$ cat src/rtl/gf_square_sched.sv
// Shared iterative GF(2^NUM_BITS) squaring engine: computes A^(2^k) by k passes
// through one combinational squarer, arbitrated round-robin between two requesters.

module gf_Square #(
    parameter int NUM_BITS = 163
) (
    input  logic [NUM_BITS:0] a,
    output logic [NUM_BITS:0] sq
);

    // Spread bits (squaring in GF(2) is bit interleaving) then fold high terms
    // down with x^163 = x^7 + x^6 + x^3 + 1, highest degree first.
    function automatic logic [NUM_BITS:0] sq_mod(input logic [NUM_BITS:0] v);
        logic [2*NUM_BITS:0] p;
        logic                b;
        p = '0;
        for (int i = 0; i <= NUM_BITS; i++) begin
            p[2*i] = v[i];
        end
        for (int i = 2*NUM_BITS; i >= NUM_BITS; i--) begin
            b                  = p[i];
            p[i]               = 1'b0;
            p[i-NUM_BITS]      = p[i-NUM_BITS]     ^ b;
            p[i-NUM_BITS+3]    = p[i-NUM_BITS+3]   ^ b;
            p[i-NUM_BITS+6]    = p[i-NUM_BITS+6]   ^ b;
            p[i-NUM_BITS+7]    = p[i-NUM_BITS+7]   ^ b;
        end
        return p[NUM_BITS:0];
    endfunction

    // Pure combinational squarer.
    always_comb begin
        sq = sq_mod(a);
    end

endmodule

module gf_square_sched #(
    parameter int NUM_BITS = 163,
    parameter int CNT_BITS = 8
) (
    input  logic                clk,
    input  logic                n_rst,
    input  logic [1:0]          req,
    input  logic [NUM_BITS:0]   op_a0,
    input  logic [NUM_BITS:0]   op_a1,
    input  logic [CNT_BITS-1:0] cnt0,
    input  logic [CNT_BITS-1:0] cnt1,
    output logic [1:0]          gnt,
    output logic                busy,
    output logic [1:0]          done,
    output logic [NUM_BITS:0]   result
);

    typedef enum logic [1:0] {
        IDLE = 2'd0,
        RUN  = 2'd1,
        DONE = 2'd2
    } state_t;

    state_t              r_state, w_state;
    logic [NUM_BITS:0]   r_acc, w_acc;
    logic [CNT_BITS-1:0] r_cnt, w_cnt;
    logic [1:0]          r_gnt, w_gnt;
    logic [1:0]          r_done, w_done;
    logic                r_busy, w_busy;
    logic [NUM_BITS:0]   r_result, w_result;
    logic                r_ptr, w_ptr;   // index of last-served requester
    logic                w_sel;
    logic [NUM_BITS:0]   w_sq;

    gf_Square #(.NUM_BITS(NUM_BITS)) u_sq (
        .a  (r_acc),
        .sq (w_sq)
    );

    // Next-state and next-output computation; all outputs come from registers.
    always_comb begin
        w_state  = r_state;
        w_acc    = r_acc;
        w_cnt    = r_cnt;
        w_gnt    = r_gnt;
        w_done   = 2'b00;
        w_busy   = r_busy;
        w_result = r_result;
        w_ptr    = r_ptr;
        w_sel    = 1'b0;
        case (r_state)
            IDLE: begin
                if (req != 2'b00) begin
                    if (req == 2'b11) begin
                        w_sel = ~r_ptr;
                    end else begin
                        w_sel = req[1];
                    end
                    w_gnt  = w_sel ? 2'b10 : 2'b01;
                    w_ptr  = w_sel;
                    w_acc  = w_sel ? op_a1 : op_a0;
                    w_cnt  = w_sel ? cnt1  : cnt0;
                    w_busy = 1'b1;
                    if (w_cnt == {CNT_BITS{1'b0}}) begin
                        w_state  = DONE;
                        w_done   = w_gnt;
                        w_result = w_acc;
                    end else begin
                        w_state  = RUN;
                    end
                end else begin
                    w_gnt  = 2'b00;
                    w_busy = 1'b0;
                end
            end
            RUN: begin
                w_acc = w_sq;
                w_cnt = r_cnt - CNT_BITS'(1);
                if (r_cnt == CNT_BITS'(1)) begin
                    w_state  = DONE;
                    w_done   = r_gnt;
                    w_result = w_sq;
                end else begin
                    w_state  = RUN;
                end
            end
            DONE: begin
                w_state = IDLE;
                w_gnt   = 2'b00;
                w_busy  = 1'b0;
            end
            default: begin
                w_state = IDLE;
                w_gnt   = 2'b00;
                w_busy  = 1'b0;
            end
        endcase
    end

    // State and output registers; reset aborts any job without a done pulse.
    always_ff @(posedge clk or negedge n_rst) begin
        if (!n_rst) begin
            r_state  <= IDLE;
            r_acc    <= '0;
            r_cnt    <= '0;
            r_gnt    <= 2'b00;
            r_done   <= 2'b00;
            r_busy   <= 1'b0;
            r_result <= '0;
            r_ptr    <= 1'b1;
        end else begin
            r_state  <= w_state;
            r_acc    <= w_acc;
            r_cnt    <= w_cnt;
            r_gnt    <= w_gnt;
            r_done   <= w_done;
            r_busy   <= w_busy;
            r_result <= w_result;
            r_ptr    <= w_ptr;
        end
    end

    assign gnt    = r_gnt;
    assign busy   = r_busy;
    assign done   = r_done;
    assign result = r_result;

endmodule

$ cat config.mk
export PLATFORM = sky130hd
export DESIGN_NAME = gf_square_sched
export DESIGN_NICKNAME = d
export VERILOG_FILES = /design/src/rtl/gf_square_sched.sv
export SDC_FILE = /design/constraint.sdc
export NUM_CORES = 1
export LEC_CHECK = 0
export BUFFER_PORTS_ARGS = -buffer_cell sky130_fd_sc_hd__buf_4
export CORE_ASPECT_RATIO = 1.1
export CORE_MARGIN = 8
export CORE_UTILIZATION = 55
export CTS_CLUSTER_SIZE = 8
export DETAILED_ROUTE_END_ITERATION = 10
export PLACE_DENSITY_LB_ADDON = 0.05
export REMOVE_ABC_BUFFERS = 1
export SETUP_SLACK_MARGIN = 0.3
export SLEW_MARGIN = 30
export SYNTH_ARGS = -nofsm -noshare
export SYNTH_HDL_FRONTEND = slang
export SYNTH_SLANG_ARGS = --single-unit
$ cat constraint.sdc
create_clock -name clk -period 7.3 [get_ports clk]
set_input_delay 1.095 -clock clk [delete_from_list [all_inputs] [get_ports clk]]
set_output_delay 1.095 -clock clk [all_outputs]
set_load 0.03 [all_outputs]
==> results of run 1 <==
[final cells by class]
class	count	area (um^2)	share of cell area (%)
Timing Repair Buffer	529	4080	17.1
Multi-Input combinational cell	1481	9330	39.1
Tap cell	438	548	2.30
Clock buffer	59	1260	5.30
Antenna cell	1	2.50	0.0105
Sequential cell	344	8610	36.1
Inverter	3	11.3	0.0472
[routing by layer]
metal  wire (um)  up-vias  GRT usage, %
met3        4820      143          5.74
met4        2830        0          13.0
li1            -     7368             -
met2       31100      716          50.5
met1       24800     7892          38.6
met5           0        -             0
[worst max-delay path: stages]
cell	delay, ns
buf_4	0.11
a21boi_4	0.19
buf_12	0.54
nand3_1	0.28
and3_1	0.29
a211oi_4	0.26
buf_12	0.42
buf_16	0.40
mux2_1	0.39
[stage by stage]
step	setup slack, ns	hold slack (ns)
after CTS	3.64	0.483
after global routing	3.40	0.498
after global placement	3.15	0.464
final	3.60	0.474
after detailed placement	3.09	0.472
after floorplan	-11.74	0.467
[registers in the layout, summed over array words and instances, names as in the netlist]
signal and flops:
r_cnt 8, r_ptr 1, busy 1, r_acc 164, r_state 2, done 2
gnt 2, result 164
[power by group]
part,leakage [nW],switching (mW),internal [mW],total [mW]
combinational,6.38,4.43,3.43,7.86
clock,0.616,0.793,1.19,1.98
sequential,3.99,1.11,2.96,4.07
[worst paths after layout]
check / to / slack, ns / cells after the start
setup / recovery: result[54] / 3.60 / 9
hold / removal: busy / 0.47 / 1
setup reg to reg: result[54] / 3.81 / 7
hold reg to reg: busy / 0.48 / 2
max in group asynchronous: r_acc[59] / 5.61 / 2
min in group clk: busy / 0.48 / 2
[layout by cell type, fill, tap and decap left out, drive strengths merged, types with 12 or more instances in the layout]
cell type	synthesis	routed
a21oi	17	17
buf	30	529
dfrtp	343	343
xor2	84	84
clkbuf	173	59
mux2	248	248
xnor2	166	166
a31oi	160	160
nand2	581	581
nor2	172	172
o21ai	12	12
[logic make-up after synthesis]
kind of cell	after synthesis
AOI/OAI and AO/OA	201
xor gates and xnor gates	250
adders and majority gates	2
buffers and inverters	206
DFF	344
muxes	252
and+or+nand+nor	776
==> run metrics, run 1 <==
# nets final roughly 2800; Area contributors post-synth dfrtp_1 46%, nand2_1 12%, mux2_2 8.8%; initial core utilization roughly 55%; GRT Total Usage a little under a third; CP arrival approximately 4.1 ns; total power about 14 mW; Final Instance Area 23800 um^2; DRC errors left 0; Post-Synth XOR/XNOR Area a little under an eighth; maxcap violations 0; Synth Instances 2031; first-pass GRT wire length around 97 mm; CTS resizes 0; CP required roughly 7.7 ns; Core ar. 33900 um^2; Fin Clk Skew roughly 0.016 ns; Post-Syn Area 18800 um^2; DR WL/cell between 20 and 25 um; crit start category input pin; most common cell in the netlist nand2_1; Synth top area share between 40% and 50%; Crit. Startpoint req[1]; post-synthesis compound-gate area fraction 6.69%; area leader, netlist dfrtp_1; Final min period about 3.7 ns; Fillers 2689; Via Count between 15000 and 20000; height of the die ~210 um; final RePlAce weighted congestion between 0.8 and 0.9; initial antenna violation count 1; pwr/cell area ~580 nW/um^2; sequential element share of the synthesized area ~46%; CTS tree yes; DP Cell Count 2794; Avg Cell Area, Syn slightly above 9 um^2; fin. max-slew vios 0; chip width 192 um; total gr overflow 0; Post-CTS Hold Buffers 0; First-pass DRT Iterations 5; Worst VDD drop between 0.0004 and 0.0005 V; class of the most critical setup path in2reg; final WL approximately 64 mm; status completed; post-route insts no fill 2855; top cells by count, synth 581 x nand2_1, 343 x dfrtp_1, 173 x clkbuf_1; area share of and/or/nand/nor cells after synthesis 15.8%; post-DP HPWL between 40 and 50 mm; placed inst area 22500 um^2; Final ANT Viol Nets 0; Min-Delay Path Class in2async; vias per inst 5.65; clock tree buffer depth 3; R2R Path Start r_ptr; CP max FO around 170; Ys Warns 0; largest family of logic cells by synthesized area simple AND/OR/NAND/NOR gates; endpoint type of the worst setup path register; largest net degree at the start of global routing roughly 200; main flop type after synthesis dfrtp_1; Synth Register Bits approximately 340; # Post-CTS Setup Buffers 0; multiplexer share of the synthesized area between 15 and 20%; DR iter-0 viols 1124; Max transition margin between 20% and 30%; Die ar. roughly 40000 um^2; IO Pins slightly above 500; fraction of layout cells with a size suffix above 1 a little under a third; vias in the first global route about 17000; CTS buffer count between 40 and 50; final setup vio count 0; htree depth 2; fin crit share about half; clk sinks around 340; Least-Margin Pin Slew 1.13 ns; row count 71; RSZ-0062 raised after global routing false; post-synthesis adder-cell area fraction less than 1%; Root Driver clkbuf_16; Setup TNS Final 0 ns; synth unique cells 40; port buffer count 516; static leakage 11.0 nW; EDFF count, synth 0; Hold Violations, Final 0; Async SR Flop Fraction between 90% and 100%; Clk Latency, worst-skew pair about 0.55 ns; Layout Utilization between 70% and 80%; clock-pin slew on the worst setup and hold paths about 0.05 ns; area grow syn2layout 26.7%; fmax around 270 MHz
Power figures use the tool's default switching activity.
==> run 2: changes to the inputs <==
- ABC_AREA: unset -> 1
- CORE_UTILIZATION: 55 -> 48
- clock period: 7.3 -> 3.4 ns (I/O delays scaled with it)
==> run metrics, run 2 <==
clk sinks 344 (unchanged); CTS tree yes; Final ANT Viol Nets 0 (unchanged); total gr overflow 0 (unchanged); pwr/cell area 930 nW/um^2 (+59%); Place WS 0.637 ns (-2.45 ns); final WL 73.9 mm (+16%); Avg Cell Area, Syn 7.46 um^2 (-20%); placed inst area 23400 um^2 (+3.8%); largest net degree at the start of global routing 149 (-28%); fin crit share a little over 80%; Core ar. 39900 um^2 (+18%); CP arrival 3.17 ns (-0.95 ns); clock-pin slew on the worst setup and hold paths 0.05 ns (about the same); height of the die 226 um (+7.6%); Via Count 19900 (+23%); GRT Total Usage 30.7% (+0.18 points); met3 WL 6.04 mm (+25%); Fillers 3682 (+37%); IO Pins 517 (unchanged); DR top layer met4; Die ar. 46700 um^2 (+16%); Root Driver clkbuf_16; static leakage 12.8 nW (+16%); class of the most critical setup path reg2reg; initial antenna violation count 0 (-1); DRC errors left 0 (unchanged); initial core utilization 48.2% (-7.3 points); post-DP HPWL 53.2 mm (+18%); area leader, netlist dfrtp_1; area grow syn2layout 28.9%; Synth Instances 2578 (+27%); most frequent cells in the layout 710 x nand2_1, 538 x buf_4, 379 x o21ai_0; Area contributors post-synth dfrtp_1 45%, nand2_1 14%, o21ai_0 9.9%; synth unique cells 33 (-18%); chip width 207 um (+7.5%); most common cell in the netlist nand2_1; Post-Route M1 WL 30.0 mm (+21%); setup ws final 0.657 ns (-2.94 ns); met2 WL post-DR 34.2 mm (+10%); area of the multi-input gates 9280 um^2 (-0.50%); Synth top area share 44.7% (-0.96 points); CP max FO 32 (-81%); clock tree buffer depth 3 (unchanged); First-pass DRT Iterations 5 (unchanged); main flop type after synthesis dfrtp_1; crit start category register; endpoint type of the worst setup path register; vias per inst 5.60 (-0.78%); Async SR Flop Fraction 100% (unchanged); Fin Clk Skew 0.0165 ns (+0.000615 ns); vias in the first global route 19500 (+16%); Hold Violations, Final 0 (unchanged); Synth Register Bits 344 (unchanged); RSZ-0062 raised after global routing false; CTS buffer count 49 (+2.1%); fraction of layout cells with a size suffix above 1 20.7% (-9.8 points); Final Instance Area 24800 um^2 (+3.9%); Post-Syn Area 19200 um^2 (+2.1%); top cells by count, synth 711 x nand2_1, 379 x o21ai_0, 343 x dfrtp_1; Min-Delay Path Class in2reg; EDFF count, synth 0 (unchanged); Ys Warns 0 (unchanged); DR iter-0 viols 1583 (+41%); final RePlAce weighted congestion 0.885 (+3.1%); CP required 3.82 ns (-3.89 ns); fin. max-slew vios 0 (unchanged); fmax between 300 and 400 MHz; Final min period between 2 and 3 ns; final setup vio count 0 (unchanged); row count 77 (+8.5%); # nets final 3372 (+22%); R2R Setup Slk 0.66 ns (-3.15 ns); Max transition margin 33.3% (+8.5 points); DR WL/cell 20.8 um (-6.5%); register area 8610 um^2 (unchanged); sequential element share of the synthesized area 44.8% (-0.96 points); ant diodes 0 (-1); most common cell after layout, fill and taps aside nand2_1; CTS resizes 0 (unchanged); Clk Latency, worst-skew pair 0.56 ns (about the same); first-pass GRT wire length 111 mm (+15%); Least-Margin Pin Slew 1.00 ns (-0.128 ns); maxcap violations 0 (unchanged); htree depth 2 (unchanged); # Post-CTS Setup Buffers 0 (unchanged); status completed; port buffer count 516 (unchanged); Worst VDD drop 0.000594 V (+31%)
[run 2: cell types whose count changed in the layout (fill, tap and decap cells not counted), moves of 101 or more]
cell     previous run  this run
o21ai_0            12       379
nand3_1             2       195
mux2_2            147         0
nand2_1           581       710
nor2_1            170       289
inv_1               3       109
mux2_1            101         0
[run 2: path summary, 6_finish.rpt]
| kind | startpoint | to | cells past startpoint |
|---|---|---|---|
| max | r_ptr | result[93] | 12 |
| min | op_a0[47] | r_acc[47] | 3 |
| max reg2reg | r_ptr | result[93] | 12 |
| min reg2reg | result[54] | result[54] | 2 |
| max in group asynchronous | n_rst | r_cnt[2] | 4 |
| min in group asynchronous | n_rst | result[143] | 2 |
[run 2: repair_timing]
item                                   CTS  global route
hold buffers                             0             1
setup endpoints to repair                0             0
endpoints found under the hold margin    0            28
[run 2: critical path, cell delays in order, from the launching register on]
cell and delay (ns):
dfstp_2 0.53, nand2_2 0.15, nand2_8 0.20, nand2_1 0.07
nand2_1 0.11, nand2_1 0.08, nor2_2 0.13, nand2_1 0.12
nand2_2 0.11, nand3_4 0.51, buf_12 0.41, nand2_1 0.08
nand2_1 0.05
[run 2: metal layers]
metal	vias to the layer above	track usage, %
met2	871	48.8
li1	9396	-
met1	9435	40.0
met4	0	13.8
met3	173	6.33
met5	-	0
[run 2: final cells by class]
type / instances / area share, %
Timing Repair Buffer: 560 / 18.0
Sequential cell: 344 / 34.7
Clock buffer: 62 / 5.32
Clock inverter: 2 / 0.0707
Tap cell: 513 / 2.59
Multi-Input combinational cell: 1953 / 37.4
Inverter: 114 / 1.79
[run 2: kinds of logic after synthesis]
kind of cell	share of synthesized area, %
AOI/OAI and AO/OA	17.7
buffers and inverters	7.14
and+or+nand+nor	25.3
xor gates and xnor gates	4.97
DFF	44.8
adders and majority gates	0.130
[run 2: where the power goes]
group	leakage, nW	internal [mW]	switching (mW)
combinational	7.70	4.08	8.23
sequential	4.41	5.35	0.949
clock	0.650	2.66	1.77
total	12.8	12.1	10.9
[run 2: metrics by stage]
| step | hold WS, ns | std cells | utilization (%) | setup TNS [ns] | power, mW |
|---|---|---|---|---|---|
| global route | 0.284 | 3548 | 62.1 | 0 | 24.7 |
| finish | 0.297 | 3548 | 62.1 | 0 | 23.0 |
| detailed placement | 0.459 | 3482 | 58.7 | 0 | 18.5 |
| global placement | 0.457 | 3482 | 58.7 | 0 | 18.3 |
| CTS | 0.0836 | 3546 | 62.0 | 0 | 23.0 |
| floorplan | 0.214 | 2411 | - | -3538.71 | 13.8 |
